==> src/rtl/stream_pkg.sv <==
// Shared definitions for the round-robin stream merge: channel-index sizing,
// the merged stream word record and the no-lock constant.
package stream_pkg;

    // A single grant per word gives plain round-robin.
    localparam int LOCK_NONE = 1;

    // Width of a channel index; never less than one bit.
    function automatic int ch_w(input int n);
        return (n <= 2) ? 1 : $clog2(n);
    endfunction

    // Merged word at the default configuration (32-bit data, up to 16 channels).
    typedef struct packed {
        logic [31:0] data;
        logic [3:0]  chan;
    } stream_word_t;

endpackage

==> src/rtl/rr_arbiter.sv <==
// Rotating-priority encoder: picks the first requester after 'last',
// wrapping modulo N_CH. Purely combinational.
module rr_arbiter #(
    parameter int N_CH = 4,
    parameter int CH_W = 2
) (
    input  logic [N_CH-1:0] req,
    input  logic [CH_W-1:0] last,
    output logic [CH_W-1:0] g,
    output logic            valid
);

    logic [CH_W-1:0] idx;

    // Walk the offsets from farthest to nearest so the nearest requester wins.
    always_comb begin
        g     = '0;
        valid = 1'b0;
        idx   = '0;
        for (int k = N_CH; k >= 1; k--) begin
            idx = CH_W'((int'(last) + k) % N_CH);
            if (req[idx]) begin
                g     = idx;
                valid = 1'b1;
            end
        end
    end

endmodule

==> src/rtl/stream_rr_merge.sv <==
// N-channel stb/ack stream merge with round-robin grant, optional burst lock,
// and a sticky exception that records the first faulting channel.
module stream_rr_merge
    import stream_pkg::*;
#(
    parameter int N_CH       = 4,
    parameter int WIDTH      = 32,
    parameter int LOCK_WORDS = LOCK_NONE,
    parameter int CH_W       = ch_w(N_CH)
) (
    input  logic                  clk,
    input  logic                  rst,
    input  logic [N_CH*WIDTH-1:0] input_data,
    input  logic [N_CH-1:0]       input_stb,
    output logic [N_CH-1:0]       input_ack,
    output logic [WIDTH-1:0]      output_data,
    output logic [CH_W-1:0]       output_chan,
    output logic                  output_stb,
    input  logic                  output_ack,
    input  logic [N_CH-1:0]       exception_in,
    input  logic                  exception_clear,
    output logic                  exception,
    output logic [CH_W-1:0]       exception_src
);

    localparam int CNT_W = $clog2(LOCK_WORDS + 1);

    typedef struct packed {
        logic [WIDTH-1:0] data;
        logic [CH_W-1:0]  chan;
    } word_t;

    logic [N_CH-1:0][WIDTH-1:0] in_words;
    word_t                      out_q;
    logic                       full;
    logic [CH_W-1:0]            last;
    logic                       lock;
    logic [CNT_W-1:0]           lock_cnt;
    logic [CH_W-1:0]            rr_g;
    logic                       rr_valid;
    logic [CH_W-1:0]            grant;
    logic                       grant_valid;
    logic                       accept;
    logic [CH_W-1:0]            low_idx;

    assign in_words = input_data;

    rr_arbiter #(
        .N_CH (N_CH),
        .CH_W (CH_W)
    ) u_arb (
        .req   (input_stb),
        .last  (last),
        .g     (rr_g),
        .valid (rr_valid)
    );

    // While locked the burst owner keeps the grant even with its stb low;
    // 'last' already holds the owner because it follows every accept.
    always_comb begin
        grant       = lock ? last : rr_g;
        grant_valid = rst && (lock || rr_valid);
        accept      = grant_valid && input_stb[grant] && (!full || output_ack);
    end

    always_comb begin
        input_ack        = '0;
        input_ack[grant] = accept;
    end

    always_ff @(posedge clk or negedge rst) begin
        if (!rst) begin
            full  <= 1'b0;
            out_q <= '0;
            last  <= CH_W'(N_CH - 1);
        end else if (accept) begin
            full       <= 1'b1;
            out_q.data <= in_words[grant];
            out_q.chan <= grant;
            last       <= grant;
        end else if (output_ack) begin
            full <= 1'b0;
        end
    end

    // lock_cnt counts words still owed to the current burst owner.
    always_ff @(posedge clk or negedge rst) begin
        if (!rst) begin
            lock     <= 1'b0;
            lock_cnt <= '0;
        end else if (accept) begin
            if (!lock) begin
                lock     <= (LOCK_WORDS > 1);
                lock_cnt <= CNT_W'(LOCK_WORDS - 1);
            end else if (lock_cnt == CNT_W'(1)) begin
                lock     <= 1'b0;
                lock_cnt <= '0;
            end else begin
                lock_cnt <= lock_cnt - CNT_W'(1);
            end
        end
    end

    always_comb begin
        low_idx = '0;
        for (int i = N_CH - 1; i >= 0; i--) begin
            if (exception_in[i]) low_idx = CH_W'(i);
        end
    end

    // Clear wins over a simultaneous new fault; the source stays frozen while set.
    always_ff @(posedge clk or negedge rst) begin
        if (!rst) begin
            exception     <= 1'b0;
            exception_src <= '0;
        end else if (exception_clear) begin
            exception <= 1'b0;
        end else if (!exception && (|exception_in)) begin
            exception     <= 1'b1;
            exception_src <= low_idx;
        end
    end

    assign output_stb  = full;
    assign output_data = out_q.data;
    assign output_chan = out_q.chan;

endmodule
==> config.mk <==
export PLATFORM = sky130hd
export DESIGN_NAME = stream_rr_merge
export DESIGN_NICKNAME = d
export VERILOG_FILES = /design/src/rtl/stream_pkg.sv /design/src/rtl/rr_arbiter.sv /design/src/rtl/stream_rr_merge.sv
export SDC_FILE = /design/constraint.sdc
export NUM_CORES = 1
export LEC_CHECK = 0
export ABC_AREA = 1
export CAP_MARGIN = 15
export CELL_PAD_IN_SITES_DETAIL_PLACEMENT = 0
export CELL_PAD_IN_SITES_GLOBAL_PLACEMENT = 1
export CORE_AREA = 5 5 120 134
export DETAILED_ROUTE_END_ITERATION = 10
export DIE_AREA = 0 0 125 139
export PLACE_DENSITY_LB_ADDON = 0.05
export SYNTH_ARGS = -nofsm -noshare
export SYNTH_HDL_FRONTEND = slang
export SYNTH_SLANG_ARGS = --single-unit
export TNS_END_PERCENT = 100
==> constraint.sdc <==
create_clock -name clk -period 3.36 [get_ports clk]
set_input_delay 1.008 -clock clk [delete_from_list [all_inputs] [get_ports clk]]
set_output_delay 1.008 -clock clk [all_outputs]
set_load 0.1 [all_outputs]
==> impl_results.md <==
* Run status: complete, but fails checks
* Violated checks: negative setup slack
* Final hold violations at 0
* WL met3 at ~980 microns
* Initial core utilization at 0.224
* Top layer in use: met4
* Row cnt at between 40 and 50
* Commonest cells in the netlist: nand2_1 (336), nand3_1 (71), dfrtp_1 (39)
* RSZ-0062 raised after global routing: yes
* Worst reg2reg path endpoint: output_data[0]
* Layout Nets at about 900
* Pre-antenna DRT Iters at 6
* Count of cell types in the netlist at 22
* Worst hold path depth at 2
* H-tree Lvls at 2
* Final worst slack at -0.264 ns
* Initial DRC count at around 230
* Clock skew at about 0.0026 ns
* Top cells by area, synth: nand2_1 (39%), dfrtp_1 (30%), nand3_1 (11%)
* Die X at roughly 130 microns
* Setup Crit Path Kind: in2out
* WL/cell at approximately 15 microns
* Chip height at around 140 microns
* Final wirelength at around 14 mm
* Sequential cell area fraction in the yosys report at 0.314
* Grt total ovfl at 0
* Port bufs at between 150 and 200
* Util after Layout at 0.395
* Via Count at between 4k and 5k
* Post-Syn Instances at around 560
* Fin crit period at roughly 3.6 ns
* Synth warn at 0
* Num Clock Sinks at slightly above 40
* Routed wl met2 at approximately 6.7 mm
* Critical path data required time at roughly 2.4 ns
* Final instance area at 5780 sq um
* Max clock buf depth at 2
* Avg Vias per Cell at between 4 and 5
* Cell taking the most area after synthesis: nand2_1
* EDFF count, synth at 0
* Core area at approximately 15000 sq um
* Hold endpoint: output_chan[1]
* First-pass GRT wire length at approximately 22 mm
* Root buf cell: clkbuf_16
* Antenna fix cells at 0
* Worst Path Arrival at between 2 and 3 ns
* Share of the synthesized area in the top cell type at 0.385
* Clk Latency, worst-skew pair at 0.28 ns
* Top-count cell post-synth: nand2_1
* Layout cells sized above 1 at 0.206
* Seq cells post-synth at 41
* Initial antenna violation count at 0
* Hold Path Origin: output_chan[1]
* Max-Cap Viols at 0
* Reg2reg setup slack at around 0.70 ns
* Vias in the first global route at around 4.3k
* TritonCTS buffer count at 5
* Startpoint Class: input pin
* ANT nets after route at 0
* Pin count of the biggest net entering global routing at 42
* Maximum operating frequency at 276 MHz
* Layout area overhead at 76.6%
* CTS tree: done
* DRC at 0
* Clk slew on worst S/H paths at 0.06 ns
* GRT Overall Usage at 0.154
* Async SR Flop Fraction at 1.00
* M1 WL at around 6 mm
* Crit Path Max Fanout at 5
* Post-Synthesis Cell Area at 3270 sq um
* Mean Syn Cell Area at 5.82 sq um
* Setup Total Neg Slack at -0.963 ns
* RR Startpoint: last[1]
* Fin. max-slew vios at 0
* HPWL Detailed at 10.3 mm
* DP Area at approximately 5400 sq um
* CP Capture Type: primary output
* Post-synth net total at roughly 700
* Worst-Margin Slew at 0.570 ns
* Period utilization at 1.08
* HP Class: reg2reg
* Ys flop type: dfrtp_1
* RePlAce Congestion at ~0.82
* Reg2Reg Depth at 14
* Max-slew headroom at 0.620
* Die area at approximately 17000 sq um
* Io pins at 182
* # fillers at around 1.6k
* # setup viols final at 4
## cells in the final DEF, fill, tap and decap left out, drive strengths merged, types with 2 or more instances in the layout
master	netlist	layout
buf	31	96
clkbuf	11	7
clkdlybuf4s50	0	134
dfrtp	39	39
dfstp	2	2
inv	15	15
nand2	340	340
nand3	72	72
nand4	34	34
nor2	12	12
## flip-flops by register name (all words and copies together) (netlist names)
name and cells:
output_chan 2, last 2, exception 1, exception_src 2, output_data 32, lock 1
output_stb 1
## metal layers
layer,vias to the layer above,GRT usage
li1,2183,-
met1,1846,0.194
met2,151,0.259
met3,16,0.0397
met4,0,0.0439
met5,-,0
## critical path, cell delays in order
cell     delay, ns
buf_12        0.09
inv_12        0.03
o21ai_4       0.16
nand2_2       0.09
nand2_2       0.08
nand2_2       0.07
nand2_2       0.06
nand2_2       0.06
nand2_4       0.10
nand3_2       0.09
nand2_2       0.09
nand2_2       0.07
nand2_4       0.08
nand4_1       0.10
buf_6         0.16
nor2_4        0.10
buf_12        0.18
## worst max path at each step
stage               cells after the start      endpoint    startpoint  slack (ns)
floorplan                              14  input_ack[1]  input_stb[1]       -0.40
global placement                       18  input_ack[1]  input_stb[1]       -0.76
detailed placement                     18  input_ack[1]  input_stb[1]       -0.80
CTS                                    19  input_ack[3]  input_stb[1]       -0.32
global route                           17  input_ack[3]  input_stb[1]       -0.40
finish                                 17  input_ack[3]  input_stb[1]       -0.26
## cell families after synthesis
kind of cell	Yosys count	share of synthesized area
AO/OA/AOI/OAI	5	0.0153
flip-flops	41	0.314
AND/OR/NAND/NOR	459	0.585
buffers and inverters	57	0.0825
multiplexers	1	0.00344
## final cells by class
cell class / instances / area, sq um / share of cell area
clock buffer: 7 / 153 / 0.0264
clock inverter: 1 / 5.00 / 0.000866
inverter: 15 / 71.3 / 0.0123
multi-input combinational: 465 / 2150 / 0.371
sequential: 41 / 1030 / 0.178
tap: 196 / 245 / 0.0424
timing repair buffer: 230 / 2130 / 0.369
## through the flow
stage,worst slack [ns],cells,hold WS (ns)
finish,-0.264,955,0.476
global placement,-0.755,932,0.460
floorplan,-0.402,563,0.492
detailed placement,-0.800,932,0.467
global route,-0.397,955,0.497
CTS,-0.315,954,0.483
## what timing repair did
item	4_1_cts	5_1_grt
cloned	0	0
buffers inserted	14	2
endpoints found under the setup margin	4	4
pin swaps	24	14
hold buffers	0	0
gates resized for setup	35	25
Power is left out: the tool's default activity adds up to more than one toggle a clock period on the data nets, which glitch-free logic cannot reach.
